===== src/rtl/fifo_arb_ctrl.sv =====
// Fill/drain ping-pong controller for a single-clock FIFO: round-robin write
// arbitration of two producers and a burst-drain FSM on the read side.
module fifo_arb_ctrl #(
  parameter int          DATA_W   = 8,
  parameter int          AW       = 8,
  parameter int unsigned DRAIN_TH = 255
) (
  input  logic              sys_clk,
  input  logic              sys_rst_n,
  input  logic              s0_valid,
  input  logic [DATA_W-1:0] s0_data,
  output logic              s0_ready,
  input  logic              s1_valid,
  input  logic [DATA_W-1:0] s1_data,
  output logic              s1_ready,
  input  logic              flush_req,
  output logic              fifo_wr_req,
  output logic [DATA_W-1:0] fifo_wr_data,
  input  logic              fifo_full,
  input  logic              fifo_empty,
  input  logic [AW-1:0]     fifo_usedw,
  output logic              fifo_rd_req,
  input  logic [DATA_W-1:0] fifo_rd_data,
  output logic              m_valid,
  output logic [DATA_W-1:0] m_data,
  output logic              drain_busy,
  output logic [AW:0]       drain_cnt
);

  localparam logic [AW-1:0] DRAIN_LVL = AW'(DRAIN_TH);

  typedef enum logic [1:0] {
    S_IDLE,
    S_DRAIN,
    S_FLUSH
  } state_t;

  state_t            state;
  logic              rr_last;
  logic              flush_pend;
  logic [AW:0]       word_cnt_p0;
  logic [DATA_W-1:0] m_data_p0;

  logic wr_en;
  logic grant0;
  logic grant1;
  logic flush_eff;
  logic start_drain;

  // Write arbiter: producer 1 wins a contention only when producer 0 went last.
  assign wr_en        = sys_rst_n & (state == S_IDLE) & ~fifo_full;
  assign grant1       = s1_valid & (~s0_valid | ~rr_last);
  assign grant0       = s0_valid & ~grant1;
  assign s0_ready     = wr_en & grant0;
  assign s1_ready     = wr_en & grant1;
  assign fifo_wr_req  = wr_en & (s0_valid | s1_valid);
  assign fifo_wr_data = fifo_wr_req ? (grant1 ? s1_data : s0_data) : '0;

  // A flush pulse arriving in IDLE starts the drain on the very next edge.
  assign flush_eff   = flush_pend | flush_req;
  assign start_drain = fifo_full | (fifo_usedw >= DRAIN_LVL) | (flush_eff & ~fifo_empty);

  assign fifo_rd_req = sys_rst_n & (state == S_DRAIN) & ~fifo_empty;
  assign drain_busy  = sys_rst_n & (state != S_IDLE);

  // Read data returns the cycle after rd_req: pass it through while m_valid is
  // high so it lines up with the beat, and keep the last word afterwards.
  assign m_data = m_valid ? fifo_rd_data : m_data_p0;

  always_ff @(posedge sys_clk or negedge sys_rst_n) begin
    if (!sys_rst_n) begin
      state       <= S_IDLE;
      rr_last     <= 1'b1;
      flush_pend  <= 1'b0;
      word_cnt_p0 <= '0;
      drain_cnt   <= '0;
      m_valid     <= 1'b0;
      m_data_p0   <= '0;
    end else begin
      m_valid <= fifo_rd_req;
      if (m_valid) begin
        m_data_p0 <= fifo_rd_data;
      end
      if (fifo_wr_req) begin
        rr_last <= grant1;
      end

      case (state)
        S_IDLE: begin
          if (start_drain) begin
            state       <= S_DRAIN;
            word_cnt_p0 <= '0;
            flush_pend  <= 1'b0;
          end else if (fifo_empty) begin
            flush_pend <= 1'b0;
          end
        end
        S_DRAIN: begin
          if (flush_req) begin
            flush_pend <= 1'b1;
          end
          if (fifo_rd_req) begin
            word_cnt_p0 <= word_cnt_p0 + (AW+1)'(1);
          end else begin
            state <= S_FLUSH;
          end
        end
        S_FLUSH: begin
          if (flush_req) begin
            flush_pend <= 1'b1;
          end
          drain_cnt <= word_cnt_p0;
          state     <= S_IDLE;
        end
        default: begin
          state <= S_IDLE;
        end
      endcase
    end
  end

endmodule

===== config.mk =====
export PLATFORM = sky130hd
export DESIGN_NAME = fifo_arb_ctrl
export DESIGN_NICKNAME = d
export VERILOG_FILES = /design/src/rtl/fifo_arb_ctrl.sv
export SDC_FILE = /design/constraint.sdc
export NUM_CORES = 1
export LEC_CHECK = 0
export ABC_CLOCK_PERIOD_IN_PS = 1550
export CELL_PAD_IN_SITES_DETAIL_PLACEMENT = 0
export CELL_PAD_IN_SITES_GLOBAL_PLACEMENT = 1
export CORE_ASPECT_RATIO = 1.5
export CORE_MARGIN = 2
export CORE_UTILIZATION = 29
export CTS_CLUSTER_SIZE = 10
export DETAILED_ROUTE_END_ITERATION = 7
export PLACE_DENSITY = 0.85
export REMOVE_ABC_BUFFERS = 1
export SLEW_MARGIN = 20
export SYNTH_ARGS = -nofsm -noshare
export SYNTH_HDL_FRONTEND = slang
export SYNTH_SLANG_ARGS = --single-unit

===== constraint.sdc =====
create_clock -name sys_clk -period 1.55 [get_ports sys_clk]
set_input_delay 0.3875 -clock sys_clk [delete_from_list [all_inputs] [get_ports sys_clk]]
set_output_delay 0.3875 -clock sys_clk [all_outputs]
set_load 0.02 [all_outputs]

# Word-level counts from Yosys, hierarchy flattened

Index checks and enable logic that the tools add are counted.

Bits in registers: 31
Bits of input ports: 39
Logic and storage cells: 58

Equality and inequality tests: 7
Bitwise logic cells: 21
$add $sub $neg: 1
Multiplexer cells: 13
Reduce and logical (&&, ||, !) cells: 8
Order comparisons: 1

Operator list:

| kind                                                     | number |
|---|---|
| 2-to-1 mux 8 bit                                         | 3 |
| 2-to-1 mux 9 bit                                         | 2 |
| case mux 9 bit (2 select lines)                          | 1 |
| AND 1 bit                                                | 11 |
| adder 9 x 1 -> 9 bit, second input constant              | 1 |
| greater-or-equal comparator 8 bit, second input constant | 1 |
| inequality test 2 bit, second input constant             | 3 |
| AND reduction 3 bit                                      | 2 |
| nonzero test 2 bit                                       | 3 |
| inverter 1 bit                                           | 5 |
| OR 1 bit                                                 | 5 |
| 2-to-1 mux 2 bit                                         | 2 |
| case mux 2 bit (2 select lines)                          | 1 |
| 2-to-1 mux 1 bit                                         | 3 |
| inequality test 3 bit, second input constant             | 1 |
| equality test 2 x 1 -> 1 bit, second input constant      | 1 |
| equality test 2 bit, second input constant               | 1 |
| logical NOT 2 bit                                        | 1 |
| inequality test 2 x 1 -> 1 bit, second input constant    | 1 |
| case mux 1 bit (2 select lines)                          | 1 |
| AND reduction 2 bit                                      | 1 |
| OR reduction 2 bit                                       | 1 |

# Logic depth before layout (Yosys ltp)

Word-level depth: 6
Depth in mapped cells: 6
Mapped depth without buffers: 6

# Worst setup path after synthesis

No wires, ideal clock.

Path kind: register to output
From: reg state[0]
To: out fifo_wr_data[0]
Arrival time: 1.523 ns
Data required time: 1.162 ns
Stages on the path, launching flop included: 7
Path buffers: 0
Setup slack: -0.361 ns
Cell sequence: dfrtp_1 > inv_1 > ha_1 > and2b_1 > and2_1 > o21ai_2 > a21oi_1

Word-level cells in the longest chain between the ends: 5

Ends and longest elaborated chain:

| what                     | line | source |
|---|---|---|
| start: declaration       | 38   | `state_t state;` |
| start signal: assignment | 72   | `state <= S_IDLE;` |
| start signal: assignment | 91   | `state <= S_DRAIN;` |
| start signal: assignment | 105  | `state <= S_FLUSH;` |
| logical NOT 2 bit        | 51   | `assign wr_en = sys_rst_n & (state == S_IDLE) & ~fifo_full;` |
| AND 1 bit (2 in a row)   | 51   |  |
| AND 1 bit                | 56   | `assign fifo_wr_req = wr_en & (s0_valid \| s1_valid);` |
| 2-to-1 mux 8 bit         | 57   | `assign fifo_wr_data = fifo_wr_req ? (grant1 ? s1_data : s0_data) : '0;` |
| end: declaration         | 18   | `output logic [DATA_W-1:0] fifo_wr_data,` |

Every way passes these cells.

# Worst setup path in the final report

From: reg state[0]
To: out fifo_wr_data[4]

Same word-level chain as after synthesis.

==> run_results.csv <==
group,metric,value,unit
cells_and_area,multi_input_area,0.00111,sq mm
placed_design,place.gp.congestion,0.780,
timing,rsz0062_at_grt,"yes",
yosys,ys_warn_count,0,
placed_design,io_buffers,69,
setup_path,cp-start-kind,"flip-flop",
routing,drt_iter0_drc,54,
grt,antenna_found_initial,0,
floorplan,die_x,66.1,um
floorplan,rows,33,
setup_path,cp_max_fo,5,
yosys,ys_types,37,
cts,insertion_delay,0.28,ns
cts,clk_path_buf_depth,2,
yosys,yosys-top-cells-area,"dfrtp_1 (45%), mux2_2 (13%), nand2_1 (5.6%), ha_1 (5.2%), a21oi_1 (2.4%)",
job,maxCapViolCount,0,
grt,grt_pass1_vias,1693,
grt,grt_pass1_wl,8470,um
placed_design,placed_cell_area,0.00267,sq mm
timing,worst_slew_pin_slew,0.256,ns
timing,period_minus_slack,2.02,ns
setup_path,crit_type,"flip-flop to output pin",
placed_design,hpwl,3570,um
grt,grt_max_degree,17,
setup_path,cp-end-kind,"output pin",
cts,cts_htree_levels,2,
cts,clkTransAtPathRegs,0.07,ns
cells_and_area,register_area,778,sq um
routing,via_per_inst,4.85,
floorplan,fp.dieH,97.1,um
timing,timing.final.max_slew_violations,0,
cts,cts-root-buf,"clkbuf_8",
setup_path,r2r_start,"state[0]",
floorplan,ios,70,
yosys,synthCells,155,
floorplan,core-area,0.00553,sq mm
cells_and_area,final_util,57.5,%
routing,remaining_drc_errors,0,
power_and_ir_drop,ir_drop,0.000816,V
outcome,status,"finished, violations left",
cts,cts.sinks,31,
yosys,synth_area,0.00168,sq mm
floorplan,dieArea,0.00642,sq mm
cells_and_area,drive_above_1_share,47.6,%
hold_path,hold_class,"primary input to async pin",
floorplan,start_util,30.3,%
yosys,synth.avg_cell_area,10.8,sq um
yosys,ys_ff_latch,31,
routing,avgRoutedWirePerCell,15.5,um
power_and_ir_drop,power.density,1350,mW/mm^2
cells_and_area,diodes,0,
outcome,failed_checks,"setup timing",
yosys,synth_top_area_share,44.8,%
cts,cts_made_buffers,5,
setup_path,reg2reg_to,"state[1]",
timing,setup_viol,30,
setup_path,slowest_stage,"dfrtp_1",
routing,dr.pass1.iters,4,
timing,slew_headroom,82.8,%
cts,cts_tree,"yes",
timing,skew,0.00728,ns
cells_and_area,design_area,0.00318,sq mm
timing,hold_viol_final,0,
yosys,yosysSeqAreaShare,46.3,%
grt,grt_usage,17.0,%
timing,max_freq,0.496,GHz
setup_path,cpPeakStageDelay,0.39,ns
power_and_ir_drop,power.leakage,0.00155,uW
setup_path,r2r_slack,-0.18,ns
setup_path,cp.required,1.16,ns
setup_path,reg2reg_depth,8,
grt,overflow,0,
cells_and_area,nets,317,
routing,drtAntennaViolNets,0,
cells_and_area,nFillCells,478,
timing,fin_ws,-0.465,ns
setup_path,crit_chain,"inv_2 -> ha_4 -> and2b_1 -> and2_4 -> o21ai_4 -> a21oi_1 -> buf_4",
cells_and_area,area_growth_syn_to_layout,89.9,%
setup_path,cp.arrival,1.63,ns
yosys,netlist.top_cell.by_area,"dfrtp_1",
timing,finalCritPeriodShare,130,%
routing,wl,5300,um
routing,vias,1654,
[per-layer routing]
metal,vias to the layer above,global-route usage [%],wire length (um)
li1,799,-,-
met1,810,19.5,2110
met2,38,31.4,2950
met3,7,2.43,154
met4,0,5.02,84
met5,-,0,0
[cell families (layout without fill, tap and decap cells)]
logic type	Yosys count	in the layout	share of synthesized area [%]
compound gates	30	32	13.7
fa+ha+maj	7	7	5.22
buf+inv	10	124	2.31
flops	31	31	46.3
mux	19	19	12.8
simple gates	58	58	19.6
[where the power goes]
group | total [uW] | switching, uW | internal, uW
clock network | 640 | 292 | 348
logic | 2510 | 1140 | 1370
registers | 1150 | 110 | 1040
total | 4300 | 1540 | 2760
[Yosys cell counts]
cell      instances
nand2_1          25
a211o_1           4
or3_1             1
and2_1            4
o32a_1            1
nor4b_2           1
nor4b_1           4
inv_1             5
o221a_4           1
nand4_1           3
o31ai_1           1
and4b_1           1
nand2b_1          2
mux2_2           19
ha_1              7
and3b_1           1
a21boi_0          1
clkbuf_1          4
a21oi_1           8
o21ai_0           5
a22o_1            3
nand4_2           1
nand3b_1          1
and3_1            5
buf_2             1
o31a_1            1
dfrtp_1          30
nor2b_1           3
a221o_1           1
and4_1            1
a21o_1            1
and2b_1           1
o21ai_2           2
o221ai_2          1
nor2_1            2
dfstp_2           1
nand3_1           2
[worst max-delay path, delay by kind of cell (launching register included)]
| family | cells | cell delay, ns |
|---|---|---|
| AOI/OAI and AO/OA | 2 | 0.23 |
| and+or+nand+nor | 2 | 0.32 |
| DFF | 1 | 0.39 |
| adders and majority gates | 1 | 0.14 |
| buffers and inverters | 2 | 0.26 |
[placed cells by master (no fill, tap or decap), types with 4 or more instances in the layout]
master	netlist	final
buf_4	0	31
buf_6	0	30
dfrtp_1	30	29
clkdlybuf4s50_1	0	27
nand2_1	25	23
dlygate4sd2_1	0	18
mux2_2	19	11
mux2_4	0	8
a21oi_2	0	7
clkbuf_8	0	6
ha_1	7	5
inv_2	0	4
and3_1	5	4
a211o_1	4	4
[cell type report]
class | instances | area share (%)
Clock inverter | 1 | 0.157
Inverter | 5 | 0.590
Multi-Input combinational cell | 116 | 34.7
Timing Repair Buffer | 112 | 34.7
Sequential cell | 31 | 24.4
Clock buffer | 6 | 2.59
Tap cell | 70 | 2.75
[stage by stage]
step | cells | TNS [ns] | hold WS, ns | total power (uW) | worst slack, ns
finish | 341 | -6.78 | 0.208 | 4300 | -0.465
global route | 341 | -8.42 | 0.217 | 4550 | -0.509
CTS | 340 | -6.82 | 0.208 | 4170 | -0.432
detailed placement | 319 | -21.97 | 0.487 | 3080 | -0.902
global placement | 319 | -21.47 | 0.480 | 3020 | -0.879
floorplan | 150 | -3.66 | 0.0919 | 2100 | -0.361
[what timing repair did]
item,CTS,global route
pin swaps,8,4
buffers inserted,12,7
gates resized for setup,180,39
hold endpoints to repair,0,0
cloned,3,0
setup endpoints to repair,44,35
hold buffers,0,0
[sequential cells by signal, indices dropped and copies added (netlist names)]
name,count
state,2
drain_cnt,9
rr_last,1
flush_pend,1
m_valid,1
m_data_p0,8
word_cnt_p0,9
[worst max-delay path by stage]
stage	from	to	slack, ns	cells past startpoint
floorplan	state[0]	fifo_wr_data[0]	-0.36	6
global placement	fifo_full	fifo_wr_data[0]	-0.88	6
detailed placement	fifo_full	fifo_wr_data[2]	-0.90	6
CTS	state[0]	fifo_wr_data[0]	-0.43	7
global route	state[0]	fifo_wr_data[4]	-0.51	7
finish	state[0]	fifo_wr_data[4]	-0.47	7
Note: power is estimated with default switching activity, not from simulation.
